### config.mk
export PLATFORM = sky130hd
export DESIGN_NAME = apb_cmd_master
export DESIGN_NICKNAME = d
export VERILOG_FILES = /design/src/rtl/apb_cmd_master.sv
export SDC_FILE = /design/constraint.sdc
export NUM_CORES = 1
export LEC_CHECK = 0
export BUFFER_PORTS_ARGS = -buffer_cell sky130_fd_sc_hd__buf_4
export CAP_MARGIN = 20
export CORE_ASPECT_RATIO = 0.7
export CORE_MARGIN = 2
export CORE_UTILIZATION = 25
export CTS_BUF_LIST = sky130_fd_sc_hd__clkbuf_4 sky130_fd_sc_hd__clkbuf_8 sky130_fd_sc_hd__clkbuf_16
export CTS_CLUSTER_SIZE = 8
export DETAILED_ROUTE_END_ITERATION = 8
export GPL_TIMING_DRIVEN = 1
export HOLD_SLACK_MARGIN = 0.08
export PLACE_DENSITY = 0.47
export SYNTH_ARGS = -nofsm -noshare
export SYNTH_HDL_FRONTEND = slang
export SYNTH_SLANG_ARGS = --single-unit
### constraint.sdc
create_clock -name clk -period 5.3 [get_ports clk]
set_input_delay 0.795 -clock clk [delete_from_list [all_inputs] [get_ports clk]]
set_output_delay 0.795 -clock clk [all_outputs]
set_load 0.005 [all_outputs]
### src/rtl/apb_cmd_master.sv
// APB4 requester: turns one valid/ready command into one SETUP/ACCESS transfer and returns a response.
// Optional ACCESS-phase watchdog enabled by defining APB_CMD_MASTER_TIMEOUT_EN.
//
// state  | meaning
// IDLE   | cmd_ready high, waiting for a command
// SETUP  | psel=1, penable=0 for one cycle
// ACCESS | psel=1, penable=1, waiting on pready (or watchdog)
// RESP   | rsp_valid high until rsp_ready
module apb_cmd_master #(
  parameter int REGWIDTH       = 64,
  parameter int ADDR_WIDTH     = 8,
  parameter int TIMEOUT_CYCLES = 255
) (
  input  logic                    clk,
  input  logic                    rst,
  input  logic                    cmd_valid,
  output logic                    cmd_ready,
  input  logic                    cmd_write,
  input  logic [ADDR_WIDTH-1:0]   cmd_addr,
  input  logic [REGWIDTH-1:0]     cmd_wdata,
  input  logic [REGWIDTH/8-1:0]   cmd_wstrb,
  input  logic [2:0]              cmd_prot,
  output logic                    rsp_valid,
  input  logic                    rsp_ready,
  output logic [REGWIDTH-1:0]     rsp_rdata,
  output logic                    rsp_err,
  output logic                    m_apb_psel,
  output logic                    m_apb_penable,
  output logic                    m_apb_pwrite,
  output logic [2:0]              m_apb_pprot,
  output logic [ADDR_WIDTH-1:0]   m_apb_paddr,
  output logic [REGWIDTH-1:0]     m_apb_pwdata,
  output logic [REGWIDTH/8-1:0]   m_apb_pstrb,
  input  logic                    m_apb_pready,
  input  logic [REGWIDTH-1:0]     m_apb_prdata,
  input  logic                    m_apb_pslverr
);

  if (((REGWIDTH % 8) != 0) || (TIMEOUT_CYCLES < 1)) begin : g_param_err
    $error("apb_cmd_master: REGWIDTH must be a multiple of 8 and TIMEOUT_CYCLES >= 1");
  end

  typedef enum logic [1:0] {IDLE, SETUP, ACCESS, RESP} state_t;

  state_t state, state_nxt;
  logic   cmd_fire;
  logic   rsp_fire;
  logic   done;
  logic   abort;

  assign cmd_fire = cmd_valid && cmd_ready;
  assign rsp_fire = rsp_valid && rsp_ready;
  assign done     = (state == ACCESS) && m_apb_pready;

`ifdef APB_CMD_MASTER_TIMEOUT_EN
  localparam int CNT_W = $clog2(TIMEOUT_CYCLES + 1);
  localparam logic [CNT_W-1:0] CNT_LAST = CNT_W'(TIMEOUT_CYCLES - 1);

  logic [CNT_W-1:0] wd_cnt;

  always_ff @(posedge clk) begin
    if (rst) begin
      wd_cnt <= '0;
    end else if (state == SETUP) begin
      wd_cnt <= '0;
    end else if ((state == ACCESS) && !m_apb_pready) begin
      wd_cnt <= wd_cnt + 1'b1;
    end
  end

  // Fires on the wait cycle that would bring the count to the limit; pready wins.
  assign abort = (state == ACCESS) && !m_apb_pready && (wd_cnt == CNT_LAST);
`else
  assign abort = 1'b0;
`endif

  always_ff @(posedge clk) begin
    if (rst) state <= IDLE;
    else     state <= state_nxt;
  end

  always_comb begin
    state_nxt = state;
    case (state)
      IDLE:    if (cmd_fire) state_nxt = SETUP;
      SETUP:   state_nxt = ACCESS;
      ACCESS:  if (done || abort) state_nxt = RESP;
      RESP:    if (rsp_fire) state_nxt = IDLE;
      default: state_nxt = IDLE;
    endcase
  end

  always_ff @(posedge clk) begin
    if (rst) begin
      cmd_ready     <= 1'b1;
      rsp_valid     <= 1'b0;
      rsp_rdata     <= '0;
      rsp_err       <= 1'b0;
      m_apb_psel    <= 1'b0;
      m_apb_penable <= 1'b0;
      m_apb_pwrite  <= 1'b0;
      m_apb_pprot   <= '0;
      m_apb_paddr   <= '0;
      m_apb_pwdata  <= '0;
      m_apb_pstrb   <= '0;
    end else begin
      case (state)
        IDLE: begin
          if (cmd_fire) begin
            cmd_ready    <= 1'b0;
            m_apb_psel   <= 1'b1;
            m_apb_pwrite <= cmd_write;
            m_apb_pprot  <= cmd_prot;
            m_apb_paddr  <= cmd_addr;
            m_apb_pwdata <= cmd_write ? cmd_wdata : '0;
            m_apb_pstrb  <= cmd_write ? cmd_wstrb : '0;
          end
        end
        SETUP: m_apb_penable <= 1'b1;
        ACCESS: begin
          if (done || abort) begin
            // paddr/pprot keep their last value once the bus goes idle
            m_apb_psel    <= 1'b0;
            m_apb_penable <= 1'b0;
            m_apb_pwrite  <= 1'b0;
            m_apb_pwdata  <= '0;
            m_apb_pstrb   <= '0;
            rsp_valid     <= 1'b1;
            rsp_err       <= done ? m_apb_pslverr : 1'b1;
            rsp_rdata     <= (done && !m_apb_pwrite) ? m_apb_prdata : '0;
          end
        end
        RESP: begin
          if (rsp_fire) begin
            rsp_valid <= 1'b0;
            rsp_rdata <= '0;
            rsp_err   <= 1'b0;
            cmd_ready <= 1'b1;
          end
        end
        default: ;
      endcase
    end
  end

endmodule

==> metrics.txt <==
Tcrit/Tclk final 47.0%; insertion delay to the later sink of the worst-skew pair about 0.43 ns; data arrival at the endpoint of the critical path approximately 2.9 ns; largest cells by area after synthesis dfxtp_1, a22o_1, a21oi_1; crit path capture type register; die outline height about 130 um; instance count of the mapped netlist approximately 570; type of the most critical hold path reg -> reg; Sum Neg Setup Slack 0 ns; number of different library cells in the post-synthesis netlist 31; top cell type by total area after synthesis dfxtp_1; top cells by count, synth dfxtp_1, a21oi_1, nand3_1; 1st-pass router iterations 5; maximum number of pins on one net before global-route repair 74; Yosys top cell area share 56.6%; number of buffer cells added on primary ports ~310; antenna violations before repair 1; via count of the routed design 5338; post-detailed-routing wire length roughly 20000 um; clock tree from TritonCTS yes; reg-to-reg endpoint m_apb_pwdata[26]; area inside the core boundary roughly 22000 um^2; initial core utilization 25.4%; startpoint of the worst hold path m_apb_paddr[6]; number of vias per cell after detailed routing 4.69; area of all placed cells without fillers 8560 um^2; number of sinks driven by the clock tree approximately 160; Register-to-Register Setup Slack 2.81 ns; total cell area at the placement stage 7930 um^2; EDFF count, synth 0; Min Clock Period, post-route 2.49 ns; drc violations 0; worst slew slack as a fraction of its limit 43.5%; global-route wire length before repair about 30000 um; number of buffers created by CTS 17; number of levels the H-tree was split into 4; register area share after synthesis a little under three fifths; Congestion Overflow GR 0; post-route total power 3.72 mW; required time of the critical path around 5.7 ns; result of the run finished, final reports clean; total area of multi-input combinational cells roughly 2100 um^2; setup slack after placement approximately 2.6 ns; classification of the worst setup path reg -> reg; clock root cell clkbuf_16; most instantiated flip-flop cell in the synthesis netlist dfxtp_1; site row count 45; number of hold buffers added after CTS 0; clock transition time at the flip-flop clock pins of the worst setup and hold paths roughly 0.070 ns; detailed placement HPWL between 10000 and 15000 um; Total Routing Usage GR 16.4%; share of layout cells above drive strength 1 a little over 40%; Tightest Pin Transition approximately 0.85 ns; depth of the worst hold-timing path 2; Worst R2R Start state[1]; full die area 23200 um^2; Max Root-Sink Buffers 2; routed wirelength normalized by instance count roughly 17 um; critical path peak fanout between 40 and 50; Post-CTS Setup Bufs 0; max-slew violation total from the final report 0; PnR worst setup slack about 2.8 ns; final number of setup-violating endpoints 0; maximum frequency from static timing analysis 401 MHz; number of global-route vias before repair approximately 5200; Critical Path Start Type register; Post-synth ARST share 0%; final number of hold-violating endpoints 0; final cell count without fillers around 1100; RSZ-0062 raised after global routing false; cell area after synthesis 5480 um^2; post-layout net count 1001; Worst IR Drop VDD roughly 240 uV; die width roughly 180 um; Mapped Nets about 730; area growth from synthesis to layout 56.1%; worst slack on hold paths between 0.4 and 0.5 ns; #FFs+latches synth approximately 160; top-level port count 307; dpl cells approximately 1100; post-layout utilization of the core roughly two fifths; static power due to leakage roughly 3.7 nW; number of filler cells placed in the layout roughly 2200; total number of yosys warnings 0; Power Density around 440 nW/um^2; depth of the worst register-to-register path 6; most common cell in the netlist dfxtp_1; number of max-cap violations 0; Seq. cell area slightly above 3000 um^2; Resize count post-CTS 0; RD Place Congestion 0.720; worst clock skew on the final layout approximately 0.013 ns; post-synthesis area per instance slightly below 10 um^2; final antenna-violating net count 0; Worst Hold End m_apb_paddr[6]; count of routing violations after the opening detailed-route iteration around 290
power by group:
part / total [mW] / internal, mW / switching, mW
sequential: 1.38 / 1.31 / 0.0775
clock: 1.28 / 0.775 / 0.500
combinational: 1.06 / 0.424 / 0.639
total: 3.72 / 2.51 / 1.22
registers in the layout (all words and copies together) (netlist names):
signal,flops
cmd_ready,1
m_apb_paddr,8
m_apb_penable,1
m_apb_pprot,3
m_apb_psel,1
m_apb_pstrb,8
m_apb_pwdata,64
m_apb_pwrite,1
rsp_err,1
rsp_rdata,64
rsp_valid,1
state,2
logic make-up (layout without fill, tap and decap cells):
logic type | after synthesis | after routing | share of synthesized area, %
AO/OA/AOI/OAI | 235 | 235 | 26.5
flip-flops | 155 | 155 | 56.6
AND/OR/NAND/NOR | 111 | 111 | 9.97
buffers and inverters | 61 | 349 | 5.48
adder cells (fa/ha/maj) | 4 | 4 | 0.913
multiplexers | 2 | 2 | 0.593
other | 0 | 1 | 0
worst max path at each step:
| stage | start | endpoint | slack (ns) | cells after the start |
|---|---|---|---|---|
| after detailed placement | state[0] | m_apb_pwdata[29] | 2.58 | 6 |
| after global routing | state[0] | m_apb_pwdata[8] | 2.56 | 6 |
| after global placement | state[0] | m_apb_pwrite | 2.61 | 6 |
| after CTS | state[0] | m_apb_pwrite | 2.56 | 6 |
| final | state[1] | m_apb_pwdata[26] | 2.81 | 6 |
| after floorplan | rst | m_apb_pwdata[43] | 3.61 | 4 |
layer usage:
layer | global-route usage (%) | vias up | routed length [um]
met5 | 0 | - | 0
met4 | 4.59 | 0 | 177
met3 | 8.69 | 11 | 1980
met2 | 24.2 | 204 | 8250
met1 | 20.9 | 2514 | 9050
li1 | - | 2609 | -
cell type report:
type | count | area share, %
timing repair buffer | 314 | 27.7
antenna | 1 | 0.0292
tap | 282 | 4.12
multi-input combinational | 352 | 24.6
inverter | 3 | 0.132
clock inverter | 11 | 1.65
clock buffer | 21 | 5.47
sequential | 155 | 36.3
placed cells by master, fill, tap and decap left out, types with 3 or more instances in the layout:
cell / netlist / final
ha_1: 4 / 4
buf_4: 4 / 313
dfxtp_1: 155 / 155
a22o_1: 65 / 65
inv_1: 3 / 3
o21ai_1: 19 / 19
clkbuf_16: 0 / 17
a21oi_1: 88 / 88
nand2b_1: 4 / 4
clkinv_2: 0 / 5
o21ai_0: 55 / 55
bufinv_16: 0 / 3
nand2_1: 26 / 26
nand3_1: 73 / 73
critical path: stages, from the launching register on:
cell	delay, ns
dfxtp_1	0.33
inv_1	0.09
ha_1	0.32
and3_2	0.80
buf_4	0.55
nand3_1	0.16
a21oi_1	0.15
Note: power is estimated with default switching activity, not from simulation.
